## src/rtl/axis_divider_unsigned_core.sv

```systemverilog
// Iterative radix-2 restoring unsigned divider with AXI-Stream operand slots.
// One quotient bit per clock; the result is held on dout until it is accepted.
module axis_divider_unsigned_core #(
    parameter int unsigned WIDTH = 64
) (
    input  logic                 clock,
    input  logic                 resetn,
    input  logic                 s_axis_divisor_tvalid,
    output logic                 s_axis_divisor_tready,
    input  logic [WIDTH-1:0]     s_axis_divisor_tdata,
    input  logic                 s_axis_dividend_tvalid,
    output logic                 s_axis_dividend_tready,
    input  logic [WIDTH-1:0]     s_axis_dividend_tdata,
    output logic                 m_axis_dout_tvalid,
    input  logic                 m_axis_dout_tready,
    output logic [2*WIDTH-1:0]   m_axis_dout_tdata,
    output logic                 m_axis_dout_tuser
);

    localparam int unsigned CW = $clog2(WIDTH + 1);

    typedef enum logic [1:0] {
        IDLE = 2'd0,
        CALC = 2'd1,
        DONE = 2'd2
    } state_t;

    state_t state, state_next;

    logic               divisor_full, dividend_full;
    logic [WIDTH-1:0]   divisor_slot, dividend_slot;

    logic [WIDTH-1:0]   rem;
    logic [WIDTH-1:0]   shift;
    logic [WIDTH-1:0]   den;
    logic [CW-1:0]      cnt;

    logic [WIDTH:0]     trial;
    logic [WIDTH:0]     diff;
    logic               q_bit;
    logic [WIDTH-1:0]   rem_step;
    logic [WIDTH-1:0]   shift_step;

    logic start, last_step, out_fire;

    assign s_axis_divisor_tready  = ~divisor_full;
    assign s_axis_dividend_tready = ~dividend_full;
    assign m_axis_dout_tvalid     = (state == DONE);

    assign start     = (state == IDLE) && divisor_full && dividend_full;
    assign last_step = (state == CALC) && (cnt == CW'(WIDTH - 1));
    assign out_fire  = (state == DONE) && m_axis_dout_tready;

    // The borrow of the (WIDTH+1)-bit subtraction doubles as the compare;
    // the running remainder never exceeds WIDTH bits, so only those are stored.
    always_comb begin
        trial      = {rem, shift[WIDTH-1]};
        diff       = trial - {1'b0, den};
        q_bit      = ~diff[WIDTH];
        rem_step   = q_bit ? diff[WIDTH-1:0] : trial[WIDTH-1:0];
        shift_step = {shift[WIDTH-2:0], q_bit};
    end

    always_ff @(posedge clock) begin
        if (!resetn) begin
            state <= IDLE;
        end else begin
            state <= state_next;
        end
    end

    always_comb begin
        state_next = state;
        case (state)
            IDLE:    if (start)     state_next = CALC;
            CALC:    if (last_step) state_next = DONE;
            DONE:    if (out_fire)  state_next = IDLE;
            default: state_next = IDLE;
        endcase
    end

    always_ff @(posedge clock) begin
        if (!resetn) begin
            divisor_full  <= 1'b0;
            dividend_full <= 1'b0;
            divisor_slot  <= '0;
            dividend_slot <= '0;
        end else if (start) begin
            divisor_full  <= 1'b0;
            dividend_full <= 1'b0;
        end else begin
            if (s_axis_divisor_tvalid && !divisor_full) begin
                divisor_full <= 1'b1;
                divisor_slot <= s_axis_divisor_tdata;
            end
            if (s_axis_dividend_tvalid && !dividend_full) begin
                dividend_full <= 1'b1;
                dividend_slot <= s_axis_dividend_tdata;
            end
        end
    end

    always_ff @(posedge clock) begin
        if (!resetn) begin
            rem               <= '0;
            shift             <= '0;
            den               <= '0;
            cnt               <= '0;
            m_axis_dout_tdata <= '0;
            m_axis_dout_tuser <= 1'b0;
        end else if (start) begin
            rem   <= '0;
            shift <= dividend_slot;
            den   <= divisor_slot;
            cnt   <= '0;
        end else if (state == CALC) begin
            rem   <= rem_step;
            shift <= shift_step;
            cnt   <= cnt + CW'(1);
            if (last_step) begin
                m_axis_dout_tdata <= {shift_step, rem_step};
                m_axis_dout_tuser <= (den == '0);
            end
        end
    end

endmodule

```

## config.mk

```make
export PLATFORM = sky130hd
export DESIGN_NAME = axis_divider_unsigned_core
export DESIGN_NICKNAME = d
export VERILOG_FILES = /design/src/rtl/axis_divider_unsigned_core.sv
export SDC_FILE = /design/constraint.sdc
export NUM_CORES = 1
export LEC_CHECK = 0
export BUFFER_PORTS_ARGS = -buffer_cell sky130_fd_sc_hd__buf_2
export CORE_ASPECT_RATIO = 1.75
export CORE_UTILIZATION = 40
export CTS_CLUSTER_SIZE = 8
export DETAILED_ROUTE_END_ITERATION = 7
export PLACE_DENSITY = 0.58
export SYNTH_ARGS = -nofsm -noshare
export SYNTH_HDL_FRONTEND = slang
export SYNTH_SLANG_ARGS = --single-unit
```

## constraint.sdc

```tcl
create_clock -name clock -period 4.3 [get_ports clock]
set_input_delay 0 -clock clock [delete_from_list [all_inputs] [get_ports clock]]
set_output_delay 0 -clock clock [all_outputs]
set_load 0.05 [all_outputs]
```

; Word-level counts from Yosys, hierarchy flattened
; Cells that the tools add are included.
[op_classes]
n_mux = 7
n_addsub = 2
eq_ne = 6
bitwise_logic = 5
reduce_logical = 16
[op_table]
columns = op, count
row1 = 64-bit two-way mux, 3
row2 = 65-bit by 64-bit subtractor with 65-bit output, 1
row3 = 64-bit zero test, 1
row4 = "7-bit by 1-bit adder with 7-bit output, second input constant", 1
row5 = "7-bit by 6-bit equality test with 1-bit output, second input constant", 1
row6 = 1-bit logical AND, 6
row7 = 2-bit two-way mux, 3
row8 = 2-bit one-hot mux with 3 select lines, 1
row9 = 3-bit AND reduction, 2
row10 = 1-bit inverter, 5
row11 = "2-bit inequality test, second input constant", 2
row12 = 2-bit AND reduction, 2
row13 = "2-bit by 1-bit equality test with 1-bit output, second input constant", 1
row14 = "2-bit equality test, second input constant", 1
row15 = 1-bit zero test, 2
row16 = 2-bit zero test, 1
row17 = "2-bit by 1-bit inequality test with 1-bit output, second input constant", 1
row18 = 2-bit nonzero test, 1
row19 = 2-bit OR reduction, 1
[totals]
in_bits = 133
elab_cells = 47
reg_bits = 460
output_inout_bits = 132

; Longest topological paths before layout
[depth]
word_depth = 5
mapped_depth = 14
depth_no_buf = 12

; Least setup slack after synthesis
; No wires, ideal clock.
[synth_timing]
path_type = register to register
startpoint = register shift[63]
endpoint = register rem[8]
t_required_ps = 4185
stages_incl_launch_ff = 15
setup_time_ps = 115
n_path_buf = 2
setup_slack_ps = 1296
t_arrival_ps = 2890
period_less_slack_ps = 3004
cell_sequence = dfxtp_1 -> inv_1 -> ha_1 -> fa_1 -> nand2b_1 -> a21o_1 -> a2111oi_4 -> o211ai_2 -> a21oi_2 -> o211a_1 -> buf_2 -> buf_6 -> mux2i_1 -> o21ai_0 -> and2_1
[synth_via]
elab_chain_cells = 2
[synth_rtl]
columns = element, line
row1 = start: declaration, 34  ; logic [WIDTH-1:0] shift;
row2 = start signal: assignment, 113  ; shift <= dividend_slot;
row3 = start signal: assignment, 118  ; shift <= shift_step;
row4 = 65-bit by 64-bit subtractor with 65-bit output, 58  ; diff = trial - {1'b0, den};
row5 = 64-bit two-way mux, 60  ; rem_step = q_bit ? diff[WIDTH-1:0] : trial[WIDTH-1:0];
row6 = end signal: assignment, 117  ; rem <= rem_step;
row7 = end: declaration, 33  ; logic [WIDTH-1:0] rem;
; Every way passes these cells.
; A chain may end at the register's enable or synchronous reset.

; Final worst setup path
[layout_timing]
startpoint = register den[57]
endpoint = register m_axis_dout_tdata[16]
[layout_via]
elab_chain_cells = 2
[layout_rtl]
columns = element, line
row1 = start: declaration, 35  ; logic [WIDTH-1:0] den;
row2 = start signal: assignment, 114  ; den <= divisor_slot;
row3 = 65-bit by 64-bit subtractor with 65-bit output, 58
row4 = 64-bit two-way mux, 60
row5 = end signal: assignment, 121  ; m_axis_dout_tdata <= {shift_step, rem_step};
row6 = end: declaration, 16  ; output logic [2*WIDTH-1:0] m_axis_dout_tdata,
; Every way passes these cells.

==> out/metrics.yaml <==
outcome:
  status: "completed"
logic_synthesis:
  seq_area_frac_synth_pct: 43.2
  avgSynthCellArea_sq_um: 7.76
  ys_ff_latch: 460
  synth_top_area_share_pct: 43.2
  yosys-top-cells-area: "dfxtp_1, nand2_1, a21oi_1"
  ys_types: 87
  synth_warnings: 0
  synth_flop_cell: "dfxtp_1"
  async_flop_share_pct: 0
  synth_cells: 2748
  netlist_area_sq_um: 21300
  synth_common_cells: "nand2_1, a21oi_1, dfxtp_1"
  synth_nets: 2947
  synth_top_cell_by_area: "dfxtp_1"
  synth_edf_count: 0
  synth.most_common_cell: "nand2_1"
critical_path:
  crit_slowest_cell: "o211ai_4"
  crit_fanout: 34
  path_buf_inv: 2
  r2r_cells: 12
  critPathLaunchType: "flop"
  path_depth: 12
  worstSetupEndpointType: "flop"
  cp.arrival_ns: 4.41
  crit_path_max_incr_delay_ns: 0.51
  rrSetupSlack_ns: 0.30
  critical_path.cell_chain: "inv_1 > ha_1 > a21o_1 > a21o_1 > a221oi_2 > o211ai_1 > or3_4 > o211ai_4 > buf_4 > nor2_1 > a21oi_1 > a211oi_1"
  crit_type: "flop to flop"
  crit_top_cell: "a21o_1"
  critPathRequiredTime_ns: 4.71
  rr_endpoint: "m_axis_dout_tdata[16]$_SDFFE_PN0P_"
  cp_top_family: "compound AO/OA/AOI/OAI gates"
  r2r_start: "den[57]$_SDFFE_PN0P_"
timing:
  fin_crit_ns: 4.00
  worstMarginPinSlew_ns: 1.46
  finalSetupViolations: 0
  finalClockSkew_ns: 0.0311
  fmax_ghz: 0.250
  tns_ns: 0
  max_slew_margin_pct: 2.55
  finalCritPeriodShare_pct: 93.0
  rsz0062_at_grt: "false"
  hold_viol: 0
  maxSlewViolCount: 0
power_and_ir_drop:
  power_leakage_uw: 0.0105
  power_density_nw_per_um2: 474
  power_switching_uw: 4160
  clkPwrFrac_pct: 37.6
  power_frac_seq_pct: 35.7
  p_total_uw: 12600
  switching_share_pct: 33.1
  ir_worst_vdd_mv: 0.325
  pwr-share-comb_pct: 26.7
  p_int_uw: 8430
clock_tree:
  cts_tree: "built"
  cts_buffer_depth: 3
  h-tree-depth: 3
  clkTransAtPathRegs_ns: 0.05
  cts.sinks: 460
  clk_latency_ns: 0.61
  root_buffer: "clkbuf_16"
  tritoncts.num_buffers: 67
detailed_routing:
  first_pass_iters: 5
  vias_per_cell: 5.47
  wl_per_cell_um: 19.2
  drtAntennaViolNets: 0
  num_vias: 20700
  drtIter0Drc: 1087
  routed_wl_um: 72700
  drc: 0
placement:
  port_buffers: 264
  gp_congestion: 0.939
  place_inst: 3531
  hpwl_um: 50500
floorplan:
  die_x_um: 177
  dieArea_sq_um: 54300
  die_y_um: 308
  initial_core_util_pct: 40.6
  rows: 111
  core_sq_um: 52500
  io_pins: 265
min_path:
  min_from: "resetn"
  hold_end: "cnt[5]$_SDFFE_PP0P_"
  hp-class: "primary input to flop"
  min_path_cells: 3
job:
  drv_cap: 0
layout:
  multiInputGateArea_sq_um: 11000
  areaGrowthSynthToFinish_pct: 24.5
  seqCellArea_sq_um: 9210
  drive_gt1_share_pct: 13.7
  final_cells: 3788
  fin_nets: 3299
  fillers: 5194
global_routing:
  grt_pass1_wl_um: 113000
  grt_max_degree: 206
  track_usage_pct: 26.6
  overflow: 0
  grt_antenna_before_repair: 1
  first_global_vias: 20600
-- power groups by stage --
stage               sequential, uW  combinational [uW]  clock (uW)
global route                  4510                3600        5030
CTS                           4490                3330        4860
detailed placement            4580                3190           0
global placement              4570                3180           0
finish                        4500                3360        4740
floorplan                     4540                2210           0
-- per-layer routing --
| metal | up-vias | global-route usage (%) | routed length, um |
|---|---|---|---|
| met1 | 9722 | 29.4 | 28400 |
| met5 | - | 0 | 0 |
| met3 | 184 | 4.38 | 3640 |
| met4 | 0 | 15.4 | 4050 |
| li1 | 10200 | - | - |
| met2 | 601 | 47.2 | 36700 |
-- state kept, by name, indices dropped and copies added (netlist names) --
name / flops
cnt: 7
shift: 64
divisor_slot: 64
den: 64
m_axis_dout_tdata: 128
m_axis_dout_tuser: 1
divisor_full: 1
rem: 64
dividend_full: 1
dividend_slot: 64
state: 2
-- how the worst max path moves through the flow --
| stage | start | endpoint | slack, ns |
|---|---|---|---|
| after global routing | den[57]$_SDFFE_PN0P_ | rem[7]$_SDFFE_PP0P_ | 0.16 |
| after global placement | den[57]$_SDFFE_PN0P_ | m_axis_dout_tdata[16]$_SDFFE_PN0P_ | 0.35 |
| final | den[57]$_SDFFE_PN0P_ | m_axis_dout_tdata[16]$_SDFFE_PN0P_ | 0.30 |
| after detailed placement | den[57]$_SDFFE_PN0P_ | m_axis_dout_tdata[16]$_SDFFE_PN0P_ | 0.34 |
| after CTS | den[57]$_SDFFE_PN0P_ | m_axis_dout_tdata[16]$_SDFFE_PN0P_ | 0.34 |
| after floorplan | shift[63]$_SDFFE_PN0P_ | rem[8]$_SDFFE_PP0P_ | 1.30 |
-- repair_timing --
| action | CTS | global route |
|---|---|---|
| endpoints found under the hold margin | 131 | 0 |
| buffers inserted | 0 | 0 |
| endpoints found under the setup margin | 0 | 0 |
| hold buffers | 178 | 0 |
| gates resized for setup | 0 | 0 |
-- cells in the final DEF (no fill, tap or decap), types with 64 or more instances in the layout --
cell	n
dfxtp_1	460
ha_1	65
nor2_1	135
clkbuf_16	67
buf_2	264
o21ai_0	126
dlygate4sd3_1	178
nand2_1	677
a21oi_1	480
inv_1	87
a22oi_1	64
-- through the flow --
stage	hold WS (ns)	utilization [%]	instance area, sq um	setup WS, ns
after CTS	0.0106	50.6	26600	0.337
final	0.0287	50.6	26600	0.301
after global routing	0.0764	50.6	26600	0.165
after detailed placement	0.246	43.7	23000	0.341
after global placement	0.246	43.7	23000	0.351
after floorplan	0.116	-	21300	1.30
-- cells by family after synthesis --
| logic type | after synthesis | synth area share [%] |
|---|---|---|
| AOI/OAI and AO/OA | 872 | 24.0 |
| xor gates and xnor gates | 44 | 1.81 |
| adders and majority gates | 66 | 3.91 |
| buffers and inverters | 281 | 5.74 |
| DFF | 460 | 43.2 |
| muxes | 37 | 1.77 |
| and+or+nand+nor | 988 | 19.6 |
-- worst register-to-register path: stages, from the launching register on --
cell	delay, ns
dfxtp_1	0.48
inv_1	0.08
ha_1	0.46
a21o_1	0.27
a21o_1	0.19
a221oi_2	0.35
o211ai_1	0.19
or3_4	0.38
o211ai_4	0.51
buf_4	0.46
nor2_1	0.10
a21oi_1	0.23
a211oi_1	0.11
-- final cells by class --
class / instances / share of cell area (%)
timing repair buffer: 476 / 12.7
antenna: 2 / 0.0188
tap: 678 / 3.19
multi-input combinational: 2007 / 41.3
clock buffer: 70 / 6.39
sequential: 460 / 34.7
clock inverter: 7 / 0.438
inverter: 88 / 1.27
Note: power is estimated with default switching activity, not from simulation.
